--- src/rtl/cpu_bus_pkg.sv ---
`default_nettype none
// ============================================================================
// Module      : cpu_bus_pkg
// Description : Shared widths, idle values and strobe levels for the CPU buses.
// Revision    : 1.0 - initial release
// ============================================================================
package cpu_bus_pkg;

    localparam int ADDR_WIDTH = 16;
    localparam int MAIN_WIDTH = 8;

    localparam logic [ADDR_WIDTH-1:0] ADDR_BUS_IDLE = '1;
    localparam logic [MAIN_WIDTH-1:0] MAIN_BUS_IDLE = '1;

    typedef logic [ADDR_WIDTH-1:0] addr_t;

    // Control strobes throughout the datapath are active-low
    localparam logic STROBE_ON  = 1'b0;
    localparam logic STROBE_OFF = 1'b1;

endpackage
`default_nettype wire

--- src/rtl/addr_register_if.sv ---
`default_nettype none
// ============================================================================
// Module      : addr_register_if
// Description : Bus/strobe bundle of the address register. Macro
//               ADDR_REG_ADDR_LOAD_EN adds the load_addr strobe.
// Revision    : 1.0 - initial release
// ============================================================================
interface addr_register_if
    import cpu_bus_pkg::*;
#(
    parameter int WIDTH = ADDR_WIDTH
);
    logic [WIDTH-1:0] addr_in;
`ifdef ADDR_REG_ADDR_LOAD_EN
    logic             load_addr;
`endif
    logic             assert_addr;
    logic [WIDTH-1:0] addr_out;
    logic             addr_en;
    logic [WIDTH-1:0] xfer_in;
    logic             load_xfer;
    logic             assert_xfer;
    logic [WIDTH-1:0] xfer_out;
    logic             xfer_en;
    logic             inc;
    logic             dec;

    modport master (
        output addr_in,
`ifdef ADDR_REG_ADDR_LOAD_EN
        output load_addr,
`endif
        output assert_addr, xfer_in, load_xfer, assert_xfer, inc, dec,
        input  addr_out, addr_en, xfer_out, xfer_en
    );

    modport slave (
        input  addr_in,
`ifdef ADDR_REG_ADDR_LOAD_EN
        input  load_addr,
`endif
        input  assert_addr, xfer_in, load_xfer, assert_xfer, inc, dec,
        output addr_out, addr_en, xfer_out, xfer_en
    );

endinterface
`default_nettype wire

--- src/rtl/addr_register_updown_counter.sv ---
`default_nettype none
// ============================================================================
// Module      : updown_counter
// Description : Register with sync reset, parallel load and +/-1 with wrap.
// Revision    : 1.0 - initial release
// ============================================================================
module updown_counter #(
    parameter int WIDTH = 16
) (
    input  wire logic             clk,
    input  wire logic             rst,
    input  wire logic             i_load,
    input  wire logic [WIDTH-1:0] i_load_value,
    input  wire logic             i_inc,
    input  wire logic             i_dec,
    output logic      [WIDTH-1:0] o_value
);

    localparam logic [WIDTH-1:0] c_one = {{(WIDTH-1){1'b0}}, 1'b1};

    logic [WIDTH-1:0] r_value;

    // Natural modulo-2^WIDTH arithmetic provides the wrap in both directions
    always_ff @(posedge clk) begin
        if (rst) begin
            r_value <= '0;
        end else if (i_load) begin
            r_value <= i_load_value;
        end else if (i_inc) begin
            r_value <= r_value + c_one;
        end else if (i_dec) begin
            r_value <= r_value - c_one;
        end
    end

    assign o_value = r_value;

endmodule
`default_nettype wire

--- src/rtl/addr_register.sv ---
`default_nettype none
// ============================================================================
// Module      : addr_register
// Description : PC / address pointer on the address and xfer buses.
//               Macro ADDR_REG_ADDR_LOAD_EN enables loading from addr_in.
// Revision    : 1.0 - initial release
// ============================================================================
module addr_register
    import cpu_bus_pkg::*;
#(
    parameter int WIDTH = ADDR_WIDTH
) (
    input  wire logic     clk,
    input  wire logic     reset,
    addr_register_if.slave bus
);

    logic             w_load;
    logic [WIDTH-1:0] w_load_value;
    logic             w_inc;
    logic             w_dec;
    logic [WIDTH-1:0] w_value;

    // xfer load outranks addr load
    always_comb begin
        w_load       = 1'b0;
        w_load_value = bus.xfer_in;
        if (bus.load_xfer == STROBE_ON) begin
            w_load       = 1'b1;
            w_load_value = bus.xfer_in;
        end
`ifdef ADDR_REG_ADDR_LOAD_EN
        else if (bus.load_addr == STROBE_ON) begin
            w_load       = 1'b1;
            w_load_value = bus.addr_in;
        end
`endif
    end

`ifndef ADDR_REG_ADDR_LOAD_EN
    logic w_addr_in_unused;
    assign w_addr_in_unused = ^bus.addr_in;
`endif

    // inc and dec strobed together cancel out
    assign w_inc = (bus.inc == STROBE_ON)  && (bus.dec == STROBE_OFF);
    assign w_dec = (bus.dec == STROBE_ON)  && (bus.inc == STROBE_OFF);

    updown_counter #(
        .WIDTH (WIDTH)
    ) u_counter (
        .clk          (clk),
        .rst          (reset),
        .i_load       (w_load),
        .i_load_value (w_load_value),
        .i_inc        (w_inc),
        .i_dec        (w_dec),
        .o_value      (w_value)
    );

    assign bus.addr_out = w_value;
    assign bus.xfer_out = w_value;
    assign bus.addr_en  = ~bus.assert_addr;
    assign bus.xfer_en  = ~bus.assert_xfer;

endmodule
`default_nettype wire

--- src/flat_wrapper.sv ---
// flat-port wrapper written by rule: the top's interface ports become plain ports
module addr_register_flat import cpu_bus_pkg::*;
#(
    parameter int WIDTH = ADDR_WIDTH
)
  (clk, reset, bus_addr_in, bus_assert_addr, bus_xfer_in, bus_load_xfer, bus_assert_xfer, bus_inc, bus_dec, bus_addr_out, bus_addr_en, bus_xfer_out, bus_xfer_en);
  addr_register_if #(.WIDTH(WIDTH)) bus_i ();
  input  wire logic clk;
  input  wire logic reset;
  input wire logic [$bits(bus_i.addr_in)-1:0] bus_addr_in;
  input wire logic [$bits(bus_i.assert_addr)-1:0] bus_assert_addr;
  input wire logic [$bits(bus_i.xfer_in)-1:0] bus_xfer_in;
  input wire logic [$bits(bus_i.load_xfer)-1:0] bus_load_xfer;
  input wire logic [$bits(bus_i.assert_xfer)-1:0] bus_assert_xfer;
  input wire logic [$bits(bus_i.inc)-1:0] bus_inc;
  input wire logic [$bits(bus_i.dec)-1:0] bus_dec;
  output wire logic [$bits(bus_i.addr_out)-1:0] bus_addr_out;
  output wire logic [$bits(bus_i.addr_en)-1:0] bus_addr_en;
  output wire logic [$bits(bus_i.xfer_out)-1:0] bus_xfer_out;
  output wire logic [$bits(bus_i.xfer_en)-1:0] bus_xfer_en;
  assign bus_i.addr_in = bus_addr_in;
  assign bus_i.assert_addr = bus_assert_addr;
  assign bus_i.xfer_in = bus_xfer_in;
  assign bus_i.load_xfer = bus_load_xfer;
  assign bus_i.assert_xfer = bus_assert_xfer;
  assign bus_i.inc = bus_inc;
  assign bus_i.dec = bus_dec;
  assign bus_addr_out = bus_i.addr_out;
  assign bus_addr_en = bus_i.addr_en;
  assign bus_xfer_out = bus_i.xfer_out;
  assign bus_xfer_en = bus_i.xfer_en;
  addr_register #(.WIDTH(WIDTH)) u_core (.clk(clk), .reset(reset), .bus(bus_i));
endmodule
--- config.mk ---
export PLATFORM = sky130hd
export DESIGN_NAME = addr_register_flat
export DESIGN_NICKNAME = d
export VERILOG_FILES = /design/src/rtl/cpu_bus_pkg.sv /design/src/rtl/addr_register_if.sv /design/src/rtl/addr_register_updown_counter.sv /design/src/rtl/addr_register.sv /design/src/flat_wrapper.sv
export SDC_FILE = /design/constraint.sdc
export NUM_CORES = 1
export LEC_CHECK = 0
export ABC_AREA = 0
export ABC_CLOCK_PERIOD_IN_PS = 4600
export BUFFER_PORTS_ARGS = -buffer_cell sky130_fd_sc_hd__clkbuf_2
export CORE_ASPECT_RATIO = 1.2
export CORE_MARGIN = 8
export CORE_UTILIZATION = 39
export CTS_BUF_LIST = sky130_fd_sc_hd__clkbuf_8
export DETAILED_ROUTE_END_ITERATION = 6
export PLACE_DENSITY = 0.74
export SYNTH_ARGS = -nofsm -noshare
export SYNTH_HDL_FRONTEND = slang
export SYNTH_SLANG_ARGS = --single-unit
--- constraint.sdc ---
create_clock -name clk -period 4.6 [get_ports clk]
set_clock_uncertainty 0.2 [all_clocks]
set_input_delay 0.23 -clock clk [delete_from_list [all_inputs] [get_ports clk]]
set_output_delay 0.23 -clock clk [all_outputs]
set_load 0.005 [all_outputs]
Yosys cells after proc, flatten, opt, wreduce, memory -nomap -nowiden
Cells that the tools add are included.
Widths: inputs -> output; s select.
- bits in registers: 16
- bits in latches: 0
- memory bits (writable): 0
- memory bits (read-only): 0
- input port bits: 39
- output and inout port bits: 34
- memories kept: 0
- add/subtract/negate cells: 2
- multipliers: 0
- div/mod/pow operators: 0
- order comparisons: 0
- equal/unequal tests: 1
- shift operators: 0
- multiplexer cells: 3
- bitwise logic cells: 4
- reduce and logical (&&, ||, !) cells: 2
- operator list (kind ; count):
    $mux 16 ; 3
    $add 16x1->16 const B ; 1
    $sub 16x1->16 const B ; 1
    $not 1->1 ; 4
    $ne 3x1->1 const B ; 1
    $logic_and 1x1->1 ; 2

Depth between registers and ports, before layout
Gate-level depths: netlist (run 1).
- depth after elaboration: 5
- depth in mapped cells: 10

By module
From an unflattened synthesis (run 1), not the netlist that was laid out.
- cell total of the unflattened synthesis: 213
- area, all modules: 1677.9 um^2
- by module, submodules not included (module ; times used ; cells each ; area an instance (um^2) ; seq. area each (um^2)):
    updown_counter ; 1 ; 192 ; 1531.5 ; 320.3
    addr_register ; 1 ; 21 ; 146.4 ; 0.0

Worst setup path after synthesis (run 1)
Ideal clock, no wire load.
- path kind: input to register
- from: input port bus_inc
- to: register u_core.u_counter.r_value[8], in the netlist u_core.u_counter.o_value[8]
- library setup time: 0.091 ns
- arrival: 2.355 ns
- path slack: 1.954 ns
- stages: 10
- path buffers: 0
- cells stage by stage: nand2b_1 > inv_1 > fa_1 > nor2b_1 > o21ai_0 > a21o_1 > a21oi_1 > nor3_1 > or3b_1 > a311oi_1
- cells in the longest elaborated chain, start to end: 4
- elaborated cells on any way between the ends: 6
- classes of those cells: eq/ne: 1; mux: 2; bitwise: 1; reduce/logical: 2
- ends and longest elaborated chain (what ; RTL line ; source):
    start, declared ; flat_wrapper.sv:15 ; input wire logic [$bits(bus_i.inc)-1:0] bus_inc;
    $not 1->1 ; addr_register.sv:46 ; assign w_inc = (bus.inc == STROBE_ON) && (bus.dec == STROBE_OFF);
    $logic_and 1x1->1 ; addr_register.sv:46 ;
    $mux 16 ; addr_register_updown_counter.sv:29 ; end else if (i_inc) begin
    $mux 16 ; addr_register_updown_counter.sv:27 ; end else if (i_load) begin
    end signal, assigned ; addr_register_updown_counter.sv:28 ; r_value <= i_load_value;
    end signal, assigned ; addr_register_updown_counter.sv:30 ; r_value <= r_value + c_one;
    end signal, assigned ; addr_register_updown_counter.sv:32 ; r_value <= r_value - c_one;
    end, declared ; addr_register_updown_counter.sv:21 ; logic [WIDTH-1:0] r_value;
Several ways; a longest one is shown, not always the timed one.
A chain may end at the register's enable or synchronous reset.

Final worst setup path (run 1)
Same ends and word-level chain as after synthesis.

==> results.yml, run 1 <==
pwr:
  leakage_nw: 0.9381
  p_per_area_mw_per_mm2: 312.0
  ir_drop_mv: 0.1078
global_routing:
  antenna_found_initial: 0
  grt_first_pass_wirelength_mm: 6.720
  groute.usage.overall_pct: 12.92
  overflow: 0
  grt_max_degree: 35
  grt_pass1_vias: 1523
die:
  die_area_mm2: 0.006562
  num_rows: 26
  die_h_um: 87.15
  die_w_um: 75.29
  coreArea_mm2: 0.004164
  start_util_pct: 39.51
  io_pins: 73
finish:
  area_delta_synth_final_pct: 15.74
  finish.net_count: 303
  largest_reg_flops: 16
  layout_common_cells: "56 x clkbuf_2, 29 x nand2_1, 20 x nor2_1"
  drive_gt1_share_pct: 30.08
  stdcell_area_mm2: 0.001904
  antenna_cells: 0
  register_area_um2: 320.3
  fillers: 458
  multi_input_area_mm2: 0.001127
  layout_commonest_cell: "clkbuf_2"
run:
  drv_cap: 0
sta:
  setup_viol: 0
  fin_ws_ps: 1602
  slew_viol_final: 0
  max_slew_margin_pct: 24.00
  whs_ps: 2.870
  period_minus_slack_ps: 2998
  hold_violations: 0
  tightest_slew_ps: 1136
  finalSetupTns_ps: 0
  rsz0062_at_grt: "no"
  fin_crit_sh_pct: 65.18
  fmax_mhz: 333.5
clock_tree:
  clk_latency_ps: 260
  cts_max_path_buffers: 2
  cts_tree: "built"
  cts_made_buffers: 3
  htreeDepth: 1
  clock_tree.root_cell: "clkbuf_8"
  path_clk_slew_ps: 70
  post_cts_resized: 0
  postCtsSetupBuffers: 0
  cts.sinks: 16
yosys:
  synth_area_mm2: 0.001645
  syn_nets: 263
  synth.avg_cell_area_um2: 7.948
  yosys.cell_types.count: 45
  ys_seq_elements: 16
  seq_area_frac_synth_pct: 19.47
  yosysWarnings: 0
  synth_cells: 207
place:
  pre_cts_ws_ps: 1376
  portBuffers: 56
  placed_cell_area_mm2: 0.001839
  place.gp.congestion: 0.8944
  hpwl_mm: 3.201
route:
  vias: 1567
  detail-route-antenna-nets: 0
  drtIter0Drc: 50
  first_pass_iters: 4
  wl_per_cell_um: 13.77
  route.detailed.drc: 0
  via_per_inst: 5.189
  drt-total-wl_mm: 4.160
setup_path:
  cp_max_fo: 18
  cp.required_ps: 4570
  cp-end-kind: "flip-flop"
  crit_type: "primary input to flip-flop"
  crit_arrival_ps: 2970
  start_kind: "primary input"
worst_hold_path:
  min_path_type: "primary input to flip-flop"
status:
  status: "complete, no violations"
==> per-layer routing <==
metal	global-route usage, %	wire length, um	vias to the layer above
li1	-	-	797
met1	14.12	1716	732
met2	23.84	2161	33
met3	2.074	230	5
met4	4.378	51	0
met5	0	0	-
==> path summary, 6_finish.rpt <==
path,from,endpoint,slack (ps),cells after the start
max,bus_inc,u_core.u_counter.o_value[8]$_SDFFE_PP0P_,1600,11
min reg2reg,u_core.u_counter.o_value[4]$_SDFFE_PP0P_,u_core.u_counter.o_value[4]$_SDFFE_PP0P_,320,2
max reg2reg,u_core.u_counter.o_value[0]$_SDFFE_PP0P_,u_core.u_counter.o_value[8]$_SDFFE_PP0P_,1920,9
min,bus_xfer_in[1],u_core.u_counter.o_value[1]$_SDFFE_PP0P_,3,3
==> Yosys cell counts (all sizes together) <==
| cell type | instances | area (um2) |
|---|---|---|
| a311oi | 9 | 78.83 |
| nor3 | 2 | 10.01 |
| o21ai | 9 | 45.04 |
| and2b | 1 | 8.760 |
| nand2 | 29 | 108.9 |
| xor2 | 4 | 35.03 |
| o21bai | 2 | 18.77 |
| nor2b | 3 | 18.77 |
| a221oi | 1 | 8.760 |
| and2 | 2 | 13.77 |
| o31ai | 1 | 7.510 |
| or2 | 1 | 6.260 |
| a21bo | 1 | 10.01 |
| ha | 16 | 200.2 |
| nand4b | 2 | 32.53 |
| a21oi | 11 | 58.81 |
| a211oi | 4 | 30.03 |
| a22o | 1 | 8.760 |
| buf | 16 | 120.1 |
| nor2 | 21 | 81.33 |
| xnor2 | 9 | 78.83 |
| clkdlybuf4s50 | 1 | 11.26 |
| clkbuf | 6 | 32.53 |
| inv | 9 | 33.78 |
| nand2b | 2 | 12.51 |
| a21o | 10 | 77.58 |
| mux2i | 3 | 30.03 |
| or4 | 1 | 7.510 |
| nor3b | 1 | 7.510 |
| a2111oi | 2 | 42.54 |
| fa | 1 | 20.02 |
| dfxtp | 16 | 320.3 |
| o211ai | 3 | 22.52 |
| o31a | 1 | 10.01 |
| a31oi | 2 | 12.51 |
| nand3 | 3 | 15.01 |
| or3b | 1 | 8.760 |
==> stage by stage <==
step | util, % | instances | power [mW]
after floorplan | - | 207 | 0.4053
after global placement | 44.17 | 297 | 0.4621
after detailed placement | 44.17 | 297 | 0.4662
after CTS | 45.73 | 302 | 0.6004
after global routing | 45.73 | 302 | 0.6397
final | 45.73 | 302 | 0.5941
==> logic make-up after synthesis <==
family          count (synthesis)  synth area share (%)
xor+xnor                       13                 6.920
mux                             3                 1.825
fa+ha+maj                      17                 13.38
simple gates                   69                 20.15
flops                          16                 19.47
buf+inv                        32                 12.02
compound gates                 57                 26.24
==> where the power goes <==
part / internal [mW] / total, mW / switching (mW)
Combinational: 0.136 / 0.291 / 0.154
Clock: 0.0762 / 0.131 / 0.0547
Sequential: 0.155 / 0.173 / 0.0180
==> what timing repair did <==
| item | 4_1_cts | 5_1_grt |
|---|---|---|
| endpoints found under the hold margin | 1 | 0 |
| endpoints found under the setup margin | 0 | 0 |
| hold buffers | 1 | 0 |
==> cell type report <==
| class | count | share of cell area, % |
|---|---|---|
| flip-flops and latches | 16 | 16.82 |
| clock buffers | 4 | 2.891 |
| repair buffers | 58 | 15.64 |
| well taps | 56 | 3.679 |
| multi-input cells | 159 | 59.20 |
| inverters | 9 | 1.774 |
==> worst max-delay path, stage by stage <==
cell and delay (ps):
clkbuf_2 120, nand2b_1 630, inv_1 130, fa_1 430
nor2b_1 140, o21ai_0 110, a21o_1 230, a21oi_1 230
nor3_1 70, or3b_1 350, a311oi_1 280
Power figures use the tool's default switching activity.
==> run 2: changes to the inputs <==
--- a/config.mk
+++ b/config.mk
@@ -6,7 +6,7 @@
 export NUM_CORES = 1
 export LEC_CHECK = 0
 export ABC_AREA = 0
-export ABC_CLOCK_PERIOD_IN_PS = 4600
+export ABC_CLOCK_PERIOD_IN_PS = 2800
 export BUFFER_PORTS_ARGS = -buffer_cell sky130_fd_sc_hd__clkbuf_2
 export CORE_ASPECT_RATIO = 1.2
 export CORE_MARGIN = 8
==> constraint.sdc (replaced) <==
create_clock -name clk -period 2.8 [get_ports clk]
set_clock_uncertainty 0.2 [all_clocks]
set_input_delay 0.14 -clock clk [delete_from_list [all_inputs] [get_ports clk]]
set_output_delay 0.14 -clock clk [all_outputs]
set_load 0.005 [all_outputs]
==> results.yml, run 2 (synthesis results as in run 1) <==
pwr:
  pwr-share-comb_pct: 49.7
  power_switching_mw: 0.3778
  power_mw: 0.9953
  p_per_area_mw_per_mm2: 483.3
  p_int_mw: 0.6176
  power_frac_clock_pct: 21.7
  leakage_nw: 1.006
  switching_share_pct: 37.95
  seqPwrFrac_pct: 28.6
  ir_drop_mv: 0.1719
place:
  portBuffers: 56
  place.gp.congestion: 0.9066
  hpwl_mm: 3.239
die:
  start_util_pct: 39.51
  die_h_um: 87.15
  num_rows: 26
  die_w_um: 75.29
  io_pins: 73
  die_area_mm2: 0.006562
  coreArea_mm2: 0.004164
clock_tree:
  clock_tree.root_cell: "clkbuf_8"
  cts_made_buffers: 3
  clk_latency_ps: 260
  htreeDepth: 1
  cts.sinks: 16
  cts_tree: "built"
  path_clk_slew_ps: 70
  cts_max_path_buffers: 2
route:
  drt-total-wl_mm: 4.254
  wl_per_cell_um: 13.38
  vias: 1624
  route.detailed.drc: 0
  drtIter0Drc: 39
  via_per_inst: 5.107
  first_pass_iters: 7
  detail-route-antenna-nets: 0
status:
  status: "complete, no violations"
setup_path:
  start_kind: "flip-flop"
  cp-end-kind: "flip-flop"
  crit_slowest_cell: "fa_1"
  crit_family: "compound AO/OA/AOI/OAI gates"
  cp.required_ps: 2770
  r2r_start: "u_core.u_counter.o_value[0]$_SDFFE_PP0P_"
  cp_slowest_stage_delay_ps: 470
  crit_start: "u_core.u_counter.o_value[0]$_SDFFE_PP0P_"
  crit_chain: "inv_1, fa_1, nor2b_1, o21ai_0, a21o_1, a21oi_1, nor3_1, or3b_1, a311oi_1"
  cp_max_fo: 5
  crit_type: "flip-flop to flip-flop"
  crit_arrival_ps: 2580
  cp.buffers_inverters: 1
worst_hold_path:
  min_path_type: "primary input to flip-flop"
  min_from: "bus_xfer_in[12]"
run:
  drv_cap: 0
finish:
  post-route-util_pct: 49.46
  layout_commonest_cell: "clkbuf_2"
  drive_gt1_share_pct: 29.01
  area_delta_synth_final_pct: 25.17
  layout_common_cells: "56 x clkbuf_2, 29 x nand2_1, 20 x nor2_1"
  antenna_cells: 0
  finish.net_count: 319
  largest_reg_flops: 16
sta:
  setup_viol: 0
  max_slew_margin_pct: 57.08
  period_minus_slack_ps: 2604
  fin_crit_sh_pct: 92.99
  fmax_mhz: 384.1
  hold_violations: 0
  finalSetupTns_ps: 0
  tightest_slew_ps: 643.8
  slew_viol_final: 0
  rsz0062_at_grt: "no"
global_routing:
  overflow: 0
  grt_first_pass_wirelength_mm: 7.189
  grt_pass1_vias: 1562
  antenna_found_initial: 0
  groute.usage.overall_pct: 13.66
  grt_max_degree: 35
-- run 2: cell count changes in the layout (fill, tap and decap cells not counted) --
cell           before  now
buf_4               1    3
dlygate4sd3_1       1   15
-- run 2: stage by stage --
stage / instance area [um2] / setup WS, ps / hold WS, ps / instances
global placement: 1854 / 66.88 / 171.7 / 299
detailed placement: 1854 / 44.19 / 181.5 / 299
global route: 2059 / 19.63 / 75.97 / 318
CTS: 2059 / 176.4 / 29.34 / 318
floorplan: 1645 / 243.6 / 8.865 / 207
finish: 2059 / 196.4 / 25.82 / 318
-- run 2: path summary, 6_finish.rpt --
kind / to / slack [ps] / cells past startpoint
max: u_core.u_counter.o_value[8]$_SDFFE_PP0P_ / 200 / 9
min: u_core.u_counter.o_value[12]$_SDFFE_PP0P_ / 30 / 5
max reg2reg: u_core.u_counter.o_value[8]$_SDFFE_PP0P_ / 200 / 9
min reg2reg: u_core.u_counter.o_value[6]$_SDFFE_PP0P_ / 330 / 2
-- run 2: cell type report --
class	instances	area, um2
clock buffer	4	55.05
multi-input combinational	159	1127
fill	438	2105
tap	56	70.07
timing repair buffer	74	452.9
sequential	16	320.3
inverter	9	33.78
-- run 2: power groups by stage --
stage	Clock (mW)	Combinational (mW)	Sequential, mW
after floorplan	0	0.379	0.287
after global placement	0	0.472	0.289
after detailed placement	0	0.478	0.291
after CTS	0.219	0.499	0.285
after global routing	0.228	0.556	0.290
final	0.216	0.494	0.285
-- run 2: per-layer routing --
metal / vias up / share of wire, % / track usage [%]
met5: - / 0 / 0
met4: 0 / 0.96 / 4.203
met3: 4 / 5.6 / 1.959
met2: 41 / 50 / 24.00
met1: 746 / 44 / 16.26
li1: 833 / - / -
-- run 2: worst min-delay path, delay by kind of cell --
| kind | cells | cell delay [ps] |
|---|---|---|
| buffers and inverters | 1 | 80 |
| AOI/OAI and AO/OA | 3 | 160 |
| and+or+nand+nor | 1 | 60 |
-- run 2: timing repair --
item / in CTS / in global routing
resized for setup: 0 / 0
buffers inserted: 0 / 0
endpoints found under the hold margin: 15 / 0
hold buffers: 15 / 0
